**src/rtl/key_sw_io_dev.sv**
```systemverilog
// KEY/SW memory-mapped input device: synchronizers, switch debounce, data and
// sticky READY/OVERRUN/IE status per device, registered interrupt request.
module key_sw_io_dev #(
  parameter int unsigned      DBITS           = 32,
  parameter logic [DBITS-1:0] ADDRKDATA       = 32'hF0000010,
  parameter logic [DBITS-1:0] ADDRSDATA       = 32'hF0000014,
  parameter logic [DBITS-1:0] ADDRKCTRL       = 32'hF0000110,
  parameter logic [DBITS-1:0] ADDRSCTRL       = 32'hF0000114,
  parameter int unsigned      DEBOUNCE_CYCLES = 500000
) (
  input  logic             clk,
  input  logic             reset,
  input  logic [3:0]       KEY,
  input  logic [9:0]       SW,
  input  logic [DBITS-1:0] addr,
  input  logic             rd_en,
  input  logic             wr_en,
  input  logic [DBITS-1:0] wdata,
  output logic [DBITS-1:0] rdata,
  output logic             sel,
  output logic             intr
);

  localparam int unsigned CntW = (DEBOUNCE_CYCLES > 1) ? $clog2(DEBOUNCE_CYCLES) : 1;
  localparam logic [CntW-1:0] CntMax = CntW'(DEBOUNCE_CYCLES - 1);

  // KEY is inverted on entry so the synchronizer's reset value means "not pressed".
  logic [3:0]      key_s1_q, key_s2_q, kdata_q;
  logic [9:0]      sw_s1_q, sw_s2_q, cand_q, sdata_q;
  logic [9:0]      cand_d, sdata_d;
  logic [CntW-1:0] cnt_q, cnt_d;
  logic            krdy_q, kovr_q, kie_q, srdy_q, sovr_q, sie_q, intr_q;
  logic            krdy_d, kovr_d, kie_d, srdy_d, sovr_d, sie_d;
  logic            k_evt, s_evt, k_rd, s_rd, k_wr, s_wr;

  assign k_rd  = rd_en && (addr == ADDRKDATA);
  assign s_rd  = rd_en && (addr == ADDRSDATA);
  assign k_wr  = wr_en && (addr == ADDRKCTRL);
  assign s_wr  = wr_en && (addr == ADDRSCTRL);
  assign k_evt = (key_s2_q != kdata_q);

  always_comb begin
    cand_d  = cand_q;
    cnt_d   = cnt_q;
    sdata_d = sdata_q;
    if (sw_s2_q != cand_q) begin
      cand_d = sw_s2_q;
      cnt_d  = '0;
    end else if (cnt_q != CntMax) begin
      cnt_d = cnt_q + 1'b1;
    end
    if (cnt_q == CntMax && cand_q != sdata_q) begin
      sdata_d = cand_q;
    end
  end

  assign s_evt = (sdata_d != sdata_q);

  // An event beats a same-cycle read (READY stays) and a same-cycle OVERRUN clear.
  always_comb begin
    krdy_d = k_evt ? 1'b1 : (k_rd ? 1'b0 : krdy_q);
    srdy_d = s_evt ? 1'b1 : (s_rd ? 1'b0 : srdy_q);
    kovr_d = kovr_q;
    sovr_d = sovr_q;
    kie_d  = k_wr ? wdata[8] : kie_q;
    sie_d  = s_wr ? wdata[8] : sie_q;
    if (k_wr && !wdata[2]) kovr_d = 1'b0;
    if (s_wr && !wdata[2]) sovr_d = 1'b0;
    if (k_evt && krdy_q && !k_rd) kovr_d = 1'b1;
    if (s_evt && srdy_q && !s_rd) sovr_d = 1'b1;
  end

  always_ff @(posedge clk or posedge reset) begin
    if (reset) begin
      key_s1_q <= '0;
      key_s2_q <= '0;
      kdata_q  <= '0;
      sw_s1_q  <= '0;
      sw_s2_q  <= '0;
      cand_q   <= '0;
      cnt_q    <= '0;
      sdata_q  <= '0;
      krdy_q   <= 1'b0;
      kovr_q   <= 1'b0;
      kie_q    <= 1'b0;
      srdy_q   <= 1'b0;
      sovr_q   <= 1'b0;
      sie_q    <= 1'b0;
      intr_q   <= 1'b0;
    end else begin
      key_s1_q <= ~KEY;
      key_s2_q <= key_s1_q;
      kdata_q  <= key_s2_q;
      sw_s1_q  <= SW;
      sw_s2_q  <= sw_s1_q;
      cand_q   <= cand_d;
      cnt_q    <= cnt_d;
      sdata_q  <= sdata_d;
      krdy_q   <= krdy_d;
      kovr_q   <= kovr_d;
      kie_q    <= kie_d;
      srdy_q   <= srdy_d;
      sovr_q   <= sovr_d;
      sie_q    <= sie_d;
      intr_q   <= (krdy_q & kie_q) | (srdy_q & sie_q);
    end
  end

  assign intr = intr_q;

  always_comb begin
    rdata = '0;
    sel   = 1'b1;
    if (addr == ADDRKDATA) begin
      rdata[3:0] = kdata_q;
    end else if (addr == ADDRSDATA) begin
      rdata[9:0] = sdata_q;
    end else if (addr == ADDRKCTRL) begin
      rdata[0] = krdy_q;
      rdata[2] = kovr_q;
      rdata[8] = kie_q;
    end else if (addr == ADDRSCTRL) begin
      rdata[0] = srdy_q;
      rdata[2] = sovr_q;
      rdata[8] = sie_q;
    end else begin
      sel = 1'b0;
    end
  end

endmodule

```
**config.mk**
```make
export PLATFORM = sky130hd
export DESIGN_NAME = key_sw_io_dev
export DESIGN_NICKNAME = d
export VERILOG_FILES = /design/src/rtl/key_sw_io_dev.sv
export SDC_FILE = /design/constraint.sdc
export NUM_CORES = 1
export LEC_CHECK = 0
export ABC_CLOCK_PERIOD_IN_PS = 2300
export BUFFER_PORTS_ARGS = -buffer_cell sky130_fd_sc_hd__buf_2
export CORE_MARGIN = 3
export CORE_UTILIZATION = 30
export CTS_CLUSTER_SIZE = 30
export DETAILED_ROUTE_END_ITERATION = 8
export PLACE_DENSITY_LB_ADDON = 0.3
export SYNTH_ARGS = -nofsm -noshare
export SYNTH_HDL_FRONTEND = slang
export SYNTH_SLANG_ARGS = --single-unit
```
**constraint.sdc**
```tcl
create_clock -name clk -period 2.3 [get_ports clk]
set_input_delay 0.23 -clock clk [delete_from_list [all_inputs] [get_ports clk]]
set_output_delay 0.23 -clock clk [all_outputs]
set_load 0.1 [all_outputs]
```
==> key figures, run 1 <==
Status
  • Status: complete, but fails checks
  • Failing checks: setup timing

Power
  • Share of power burned in registers: 51.4%
  • Cell area power density: 647 nW/um2
  • Pleak: 1.89 nW
  • Combinational Power Share: 10.5%
  • Sw Pwr: 780 uW
  • IR drop worst, VDD: 370 uV
  • Clock power frac: 38.1%
  • Design internal power: 2.01 mW
  • Total power: 2.79 mW
  • Net Sw Frac: 28.0%

GRT
  • First-pass GRT wire length: 10.5 mm
  • Vias in the first global route: 2296
  • Largest net degree at the start of global routing: 44
  • Initial antenna violation count: 0
  • Overflow after GRT: 0
  • GRT Total Usage: 10.3%

STA
  • Final hold slack: 0.0213 ns
  • Max Fclk: 0.431 GHz
  • Final hold violations: 0
  • Final period util: 101%
  • Final Skew: 0.0126 ns
  • Final setup viols: 4
  • Min Tclk post-route: 2.32 ns
  • Worst-margin pin slew: 0.622 ns
  • RSZ-0062 raised after global routing: true
  • Slew Viols, Final: 0
  • Post-route setup slack: -0.0210 ns
  • Worst rel slew slack: 58.2%

Final layout
  • Share of cells above drive strength 1: 29.6%
  • Ant diodes: 0
  • Finished Layout Cells: 507
  • Layout Nets: 449
  • Area growth syn-to-layout: 28.8%

Placement
  • Setup slack after placement: -0.0874 ns
  • Port bufs: 63
  • Placed cell count: 479
  • DP HPWL: 4.50 mm
  • Gp weighted congestion: 0.747

Synth
  • Sequential-to-total area share from yosys stat: 58.3%
  • Ys async rst share: 100%
  • Post-synth EDFFs: 0
  • Post-Synthesis Cell Area: 3350 um2
  • Count of different cell masters after synthesis: 40
  • Post-Syn Instances: 291
  • Synth warn: 0
  • Syn avg cell area: 11.5 um2
  • Prevailing post-synth register cell: dfrtp_1
  • Post-synthesis register bit count: 78

Worst setup path
  • Worst-path fanout max: 5
  • Worst R2R Setup Slack: 0.37 ns
  • Endpoint type of the worst setup path: primary output
  • Worst EP required: 2.07 ns
  • Startpoint types: input pin
  • CP arrival: 2.09 ns
  • Critical path type: input pin to primary output

Route
  • Via-to-Cell Ratio: 4.37
  • Vias: 2217
  • Drt drc: 0
  • Routed Antenna Nets: 0
  • First-iteration detailed-routing DRC count: 50
  • DR WL/cell: 11.7 um
  • Final wirelength: 5.91 mm
  • TritonRoute pass-1 iters: 4

Floorplanning
  • FP Rows: 37
  • Initial Util: 31.6%
  • Ports: 116
  • Core Box Area: 10600 um2
  • Full die area: 12500 um2
  • Die Wd: 112 um
  • Die extent in y: 112 um

CTS
  • Longest Clk Path Bufs: 2
  • Htree depth: 3
  • CTS buffer count: 9
  • Clock transition at path regs: 0.08 ns
  • Root buffer cell: clkbuf_8
  • Latest clock arrival within the worst-skew pair: 0.35 ns
  • CTS tree: built
  • Sink Count: 78

Flow run
  • Max Cap Violations: 0

Worst hold path
  • Worst hold path class: input pin to flop
stage by stage:
stage / utilization [%] / TNS, ns / area (um2)
finish: 40.6 / -0.0508 / 4310
global route: 40.6 / -0.335 / 4310
detailed placement: 37.4 / -0.410 / 3970
global placement: 37.4 / -0.470 / 3970
floorplan: - / -1.68 / 3510
CTS: 40.6 / -0.0636 / 4300
state kept, by name, indices dropped and copies added, names as in the netlist:
signal and count:
key_s2_q 4, intr 1, cnt_q 19, sw_s2_q 10
sie_q 1, sovr_q 1, sdata_q 10, cand_q 10
kie_q 1, key_s1_q 4, krdy_q 1, sw_s1_q 10
kovr_q 1, kdata_q 4, srdy_q 1
final timing paths:
check / startpoint / to / cells after the start
worst min register to register: sw_s1_q[8] / sw_s2_q[8] / 0
max in group asynchronous: reset / key_s2_q[2] / 4
worst max register to register: cand_q[9] / sdata_q[2] / 5
worst min-delay path: KEY[0] / key_s1_q[0] / 2
worst max-delay path: addr[27] / rdata[6] / 6
min in group asynchronous: reset / sw_s1_q[4] / 3
critical path, cell delays in order:
cell	delay [ns]
buf_6	0.09
or4b_4	0.51
or4_4	0.49
or3_4	0.43
nor2_4	0.15
buf_12	0.18
layout by cell type (no fill, tap or decap), types with 9 or more instances in the layout:
cell type	synthesis	final
dfrtp_1	78	78
buf_2	1	51
xor2_1	24	24
nor2_1	28	22
conb_1	1	22
xnor2_1	16	16
nand2_1	14	14
dlygate4sd3_1	0	12
nand4_1	11	11
buf_12	0	11
inv_1	12	10
clkbuf_8	0	9
repair_timing:
item,in CTS,in global routing
hold buffers,12,0
setup endpoints to repair,5,5
cloned,0,0
resized for setup,2,1
setup buffers,0,0
hold endpoints to repair,20,0
pin swaps,2,2
kinds of logic (layout without fill, tap and decap cells):
| group | Yosys count | after routing | share of synthesized area, % |
|---|---|---|---|
| and+or+nand+nor | 90 | 90 | 14.0 |
| other | 1 | 22 | 0.112 |
| AOI/OAI and AO/OA | 18 | 18 | 3.48 |
| adders and majority gates | 1 | 1 | 0.374 |
| buffers and inverters | 49 | 108 | 8.00 |
| DFF | 78 | 78 | 58.3 |
| xor gates and xnor gates | 40 | 40 | 10.5 |
| muxes | 14 | 14 | 5.24 |
synth_stat cells (all sizes together), types with 3 or more instances:
master,instances,share of area [%]
dfrtp,78,58
nor2,28,3.1
xor2,24,6.3
buf,23,5.1
xnor2,16,4.2
clkbuf,14,1.6
nand2,14,1.6
inv,12,1.3
nand4,11,2.1
mux2,8,2.7
nor4,8,1.5
o21ai,8,1.2
nand3,5,0.75
nor3,5,0.75
mux2i,4,1.2
and4,3,0.79
routing by layer:
metal | vias up | track usage [%] | wire length [um]
li1 | 1087 | - | -
met5 | - | 0 | 0
met3 | 8 | 2.45 | 309
met1 | 1059 | 13.0 | 2690
met4 | 0 | 4.62 | 94
met2 | 63 | 16.7 | 2820
cell type report:
class	instances	area, um2
fillers	1032	6290
flip-flops and latches	78	1950
multi-input cells	185	1280
repair buffers	80	644
well taps	136	170
clock buffers	9	124
clock inverters	7	83.8
inverters	12	48.8
power groups by stage:
stage | Clock (mW) | Sequential, mW | Combinational [mW]
after floorplan | 0 | 1.45 | 0.256
after global placement | 0 | 1.46 | 0.277
after detailed placement | 0 | 1.46 | 0.279
after CTS | 1.10 | 1.43 | 0.296
after global routing | 1.16 | 1.44 | 0.314
final | 1.06 | 1.43 | 0.293
(Power assumes the default switching activity.)
==> run 2, diff against run 1 <==
--- a/config.mk
+++ b/config.mk
@@ -5,7 +5,7 @@
 export SDC_FILE = /design/constraint.sdc
 export NUM_CORES = 1
 export LEC_CHECK = 0
-export ABC_CLOCK_PERIOD_IN_PS = 2300
+export ABC_CLOCK_PERIOD_IN_PS = 1900
 export BUFFER_PORTS_ARGS = -buffer_cell sky130_fd_sc_hd__buf_2
 export CORE_MARGIN = 3
 export CORE_UTILIZATION = 30
==> constraint.sdc (replaced) <==
create_clock -name clk -period 1.9 [get_ports clk]
set_input_delay 0.19 -clock clk [delete_from_list [all_inputs] [get_ports clk]]
set_output_delay 0.19 -clock clk [all_outputs]
set_load 0.1 [all_outputs]
==> run 2 against run 1 <==
The run still ends with setup timing left. Cell area up 7.9%. Via count up 1.0%. Combinational power up 27%. Flip-flop and latch count unchanged. Clock skew down 0.0031 ns. Sequential share of layout area down 3.3 points. Wire length up 2.2%. Worst setup slack worse by 0.31 ns. Global-route usage up 0.17 points.
==> key figures, run 2 (synthesis gave the netlist of run 1 again) <==
Final layout
  • Ant diodes: 0
  • Most flop-heavy register: cnt_q
  • Most frequent cells in the layout: dfrtp_1, buf_2, xor2_1, conb_1, nor2_1
  • Area growth syn-to-layout: 38.9%
  • Max FFs per register: 19
  • Layout Nets: 470
  • Most common cell after layout, fill and taps aside: dfrtp_1
  • Share of cells above drive strength 1: 34.7%
  • Fillers: 986

Worst setup path
  • CP arrival: 2.04 ns
  • CP max stage delay: 0.51 ns
  • Reg2Reg Launch Point: cnt_q[7]
  • Critical path type: input pin to primary output
  • Worst Setup SP: addr[27]
  • Worst Path Buf+Inv: 2
  • Worst EP required: 1.71 ns
  • Endpoint type of the worst setup path: primary output
  • CP max stage cell: or4b_4
  • Worst-path fanout max: 5
  • CP Cell Sequence: buf_6, or4b_4, or4_4, or3_4, nor2_4, buf_12
  • Largest delay share family, worst path: simple AND/OR/NAND/NOR gates
  • Startpoint types: input pin

STA
  • RSZ-0062 raised after global routing: true
  • Slew Viols, Final: 0
  • Final period util: 118%
  • Final Skew: 0.00952 ns
  • Max Fclk: 0.448 GHz
  • TNS Setup: -3.26 ns
  • Final setup viols: 13
  • Min Tclk post-route: 2.23 ns
  • Final hold violations: 0
  • Post-route setup slack: -0.333 ns

Power
  • Total power: 3.61 mW
  • Cell area power density: 778 nW/um2
  • IR drop worst, VDD: 462 uV
  • Pleak: 2.04 nW

Route
  • Drt drc: 0
  • Vias: 2240
  • Via-to-Cell Ratio: 4.24
  • TritonRoute pass-1 iters: 4
  • Final wirelength: 6.04 mm
  • DR WL/cell: 11.4 um
  • Routed Antenna Nets: 0
  • First-iteration detailed-routing DRC count: 71

Floorplanning
  • Die extent in y: 112 um
  • Ports: 116
  • FP Rows: 37
  • Die Wd: 112 um
  • Initial Util: 31.6%
  • Full die area: 12500 um2
  • Core Box Area: 10600 um2

CTS
  • Latest clock arrival within the worst-skew pair: 0.34 ns
  • Longest Clk Path Bufs: 2
  • Clock transition at path regs: 0.07 ns
  • Sink Count: 78
  • Root buffer cell: clkbuf_8
  • CTS buffer count: 9
  • CTS tree: built
  • Htree depth: 3

GRT
  • Overflow after GRT: 0
  • Initial antenna violation count: 0
  • First-pass GRT wire length: 10.6 mm
  • Vias in the first global route: 2268
  • GRT Total Usage: 10.4%
  • Largest net degree at the start of global routing: 59

Status
  • Failing checks: setup timing
  • Status: complete, but fails checks

Placement
  • DP HPWL: 4.47 mm
  • Gp weighted congestion: 0.776
  • Port bufs: 63

Flow run
  • Max Cap Violations: 0

Worst hold path
  • Hold Startpoint: wdata[8]
  • Worst hold path class: input pin to flop
run 2: per-stage QoR:
stage / utilization (%) / hold slack, ns / instance area (um2) / instances / worst slack (ns)
after floorplan: - / 0.221 / 3520 / 312 / -0.602
after global placement: 38.6 / 0.228 / 4090 / 493 / -0.420
after detailed placement: 38.6 / 0.236 / 4090 / 493 / -0.420
after CTS: 42.8 / 0.0774 / 4540 / 527 / -0.337
after global routing: 43.8 / 0.0809 / 4650 / 528 / -0.372
final: 43.8 / 0.101 / 4650 / 528 / -0.333
run 2: layout make-up:
cell class                      count  area [um2]  area share (%)
Sequential cell                    78        1950            42.0
Multi-Input combinational cell    185        1370            29.4
Timing Repair Buffer              101         855            18.4
Tap cell                          136         170            3.66
Clock inverter                      7         128            2.75
Clock buffer                        9         124            2.67
Inverter                           12        52.6            1.13
run 2: power breakdown:
part / internal, mW / switching, mW / total (mW)
clock network: 0.893 / 0.616 / 1.51
logic: 0.100 / 0.272 / 0.373
registers: 1.70 / 0.0291 / 1.73
run 2: worst paths after layout:
check / endpoint / slack, ns / depth (start not counted)
max: rdata[7] / -0.33 / 6
min: kie_q / 0.10 / 2
max reg2reg: sdata_q[1] / 0.14 / 5
min reg2reg: key_s2_q[0] / 0.35 / 0
max in group asynchronous: kie_q / 0.88 / 4
min in group asynchronous: sw_s1_q[9] / 0.39 / 3
run 2: metal layers:
layer | global-route usage, % | wire length, um | up-vias
li1 | - | - | 1128
met1 | 13.6 | 2730 | 1042
met2 | 16.3 | 2880 | 64
met3 | 3.32 | 353 | 6
met4 | 3.89 | 77 | 0
met5 | 0 | 0 | -
run 2: timing repair:
action	in CTS	in global routing
gates resized for setup	6	24
hold endpoints to repair	34	0
endpoints found under the setup margin	12	26
pin swaps	4	3
hold buffers	15	0
buffers inserted	3	2
run 2: worst register-to-register path, stage by stage, from the launching register on:
cell and delay [ns]:
dfrtp_1 0.39, nor4b_1 0.33, nand4_1 0.24, nor2_4 0.19
buf_4 0.18, mux2_2 0.33
==> run 3, diff against run 2 <==
--- a/config.mk
+++ b/config.mk
@@ -7,11 +7,13 @@
 export LEC_CHECK = 0
 export ABC_CLOCK_PERIOD_IN_PS = 1900
 export BUFFER_PORTS_ARGS = -buffer_cell sky130_fd_sc_hd__buf_2
+export CAP_MARGIN = 20
 export CORE_MARGIN = 3
 export CORE_UTILIZATION = 30
 export CTS_CLUSTER_SIZE = 30
 export DETAILED_ROUTE_END_ITERATION = 8
 export PLACE_DENSITY_LB_ADDON = 0.3
+export REMOVE_ABC_BUFFERS = 1
 export SYNTH_ARGS = -nofsm -noshare
 export SYNTH_HDL_FRONTEND = slang
 export SYNTH_SLANG_ARGS = --single-unit
==> run 3 against run 2 <==
The flow still finishes with violations (setup timing). Critical path depth stayed put. Count of clock-buffer cells in the layout rose by 1. Wire length is 3.7% higher. Fmax fell by 3.1%. Cell area down 3.8%. Utilization shrank 1.7 points. Non-clock buffer count fell by 4. Global-route usage down 0.052 points. Final cell count fell by 0.76%. Total power shrank 11%. Register-to-register slack got worse by 0.04 ns. Critical path type unchanged. Largest power group unchanged.
==> key figures, run 3 (synthesis gave the netlist of run 1 again) <==
Status
  • Status: complete, but fails checks
  • Failing checks: setup timing

GRT
  • GRT Total Usage: 10.4%
  • Vias in the first global route: 2258
  • Overflow after GRT: 0
  • Largest net degree at the start of global routing: 60
  • First-pass GRT wire length: 10.5 mm
  • Initial antenna violation count: 0

Floorplanning
  • Die Wd: 112 um
  • FP Rows: 37
  • Ports: 116
  • Full die area: 12500 um2
  • Core Box Area: 10600 um2
  • Initial Util: 31.6%
  • Die extent in y: 112 um

Placement
  • DP HPWL: 4.57 mm
  • Gp weighted congestion: 0.799
  • Port bufs: 63
  • Setup slack after placement: -0.551 ns
  • Placed cell count: 493

Power
  • Pleak: 1.97 nW
  • Total power: 3.23 mW
  • Cell area power density: 722 nW/um2
  • IR drop worst, VDD: 306 uV

Worst setup path
  • CP max stage cell: or4b_1
  • Endpoint type of the worst setup path: primary output
  • CP max stage delay: 0.52 ns
  • Startpoint types: input pin
  • Worst R2R Setup Slack: 0.10 ns
  • Worst EP required: 1.71 ns
  • Reg2Reg Launch Point: cnt_q[0]
  • CP Cell Sequence: buf_6, or4b_1, or4_4, or3_4, nor2_4, buf_12
  • Critical path type: input pin to primary output
  • Worst-path fanout max: 5
  • CP arrival: 2.11 ns
  • Worst reg2reg path depth: 5
  • FF-to-FF End: sdata_q[0]

Final layout
  • Layout Nets: 466
  • Share of cells above drive strength 1: 33.8%
  • Area growth syn-to-layout: 33.6%
  • Most common cell after layout, fill and taps aside: dfrtp_1
  • Fillers: 980
  • Area of the multi-input gates: 1320 um2
  • Ant diodes: 0
  • Max FFs per register: 19
  • Finished Layout Cells: 524
  • Most frequent cells in the layout: dfrtp_1, buf_2, xor2_1, conb_1, nor2_1
  • Sequential cell area: 1950 um2
  • Most flop-heavy register: cnt_q

STA
  • Final setup viols: 12
  • Slew Viols, Final: 0
  • Max Fclk: 0.434 GHz
  • Final period util: 121%
  • Final hold violations: 0
  • Final Skew: 0.0119 ns
  • Min Tclk post-route: 2.30 ns
  • Post-route setup slack: -0.404 ns
  • TNS Setup: -3.62 ns
  • Final hold slack: 0.0913 ns
  • RSZ-0062 raised after global routing: true

Route
  • Vias: 2292
  • Drt drc: 0
  • Routed Antenna Nets: 0
  • Via-to-Cell Ratio: 4.37
  • DR WL/cell: 12.0 um
  • TritonRoute pass-1 iters: 4
  • Final wirelength: 6.26 mm
  • First-iteration detailed-routing DRC count: 178

CTS
  • Root buffer cell: clkbuf_8
  • CTS buffer count: 9
  • Latest clock arrival within the worst-skew pair: 0.35 ns
  • Sink Count: 78
  • CTS tree: built
  • Clock transition at path regs: 0.08 ns
  • Htree depth: 3
  • Longest Clk Path Bufs: 2

Worst hold path
  • Hold depth: 2
  • Worst hold path class: input pin to flop
  • Hold Startpoint: wdata[8]
  • Hold endpoint: kie_q

Flow run
  • Max Cap Violations: 0
[run 3: cell count changes in the layout (fill, tap and decap cells not counted), moves of 3 or more]
| cell | change |
|---|---|
| buf_6 | -6 |
| bufinv_16 | -3 |
| nor3_2 | +3 |
| nor3_4 | -3 |
[run 3: metrics by stage]
step,utilization (%),area [um2]
2_1_floorplan,-,3200
3_3_place_gp,37.8,4010
3_5_place_dp,37.8,4010
4_1_cts,41.5,4400
5_1_grt,42.2,4470
6_report,42.2,4470
[run 3: cell type report]
cell class                 count  share of cell area (%)
clock buffer                  10                    3.08
tap                          136                    3.81
timing repair buffer          97                    17.9
sequential                    78                    43.7
inverter                      12                    1.06
clock inverter                 6                    1.01
multi-input combinational    185                    29.5
[run 3: timing repair]
item,4_1_cts,5_1_grt
gates resized for setup,16,16
pin swaps,1,6
endpoints found under the setup margin,12,22
hold buffers,15,0
buffers inserted,0,1
cloned,0,0
hold endpoints to repair,23,0
[run 3: power by group]
group          internal, mW  switching (mW)
logic                 0.100           0.270
registers              1.70          0.0300
clock network         0.516           0.606
total                  2.32           0.906
[run 3: metal layers]
metal	GRT usage, %	up-vias	routed length, um	part of all wire (%)
met4	2.92	0	69	1.1
met3	4.02	8	477	7.6
met1	13.7	1074	2900	46
li1	-	1120	-	-
met5	0	-	0	0
met2	16.0	90	2820	45
[run 3: worst max path at each step]
stage                         from       end  slack [ns]  cells after the start
after global placement    addr[27]  rdata[6]       -0.50                      6
after detailed placement  addr[27]  rdata[6]       -0.55                      6
final                     addr[27]  rdata[6]       -0.40                      6
after floorplan           addr[27]  rdata[1]       -1.75                      3
after global routing      addr[27]  rdata[7]       -0.44                      6
after CTS                 addr[27]  rdata[5]       -0.41                      6
[run 3: critical path: cells and delay by family]
family                 cells  cell delay (ns)
buffers and inverters      2             0.27
AND/OR/NAND/NOR            4             1.65
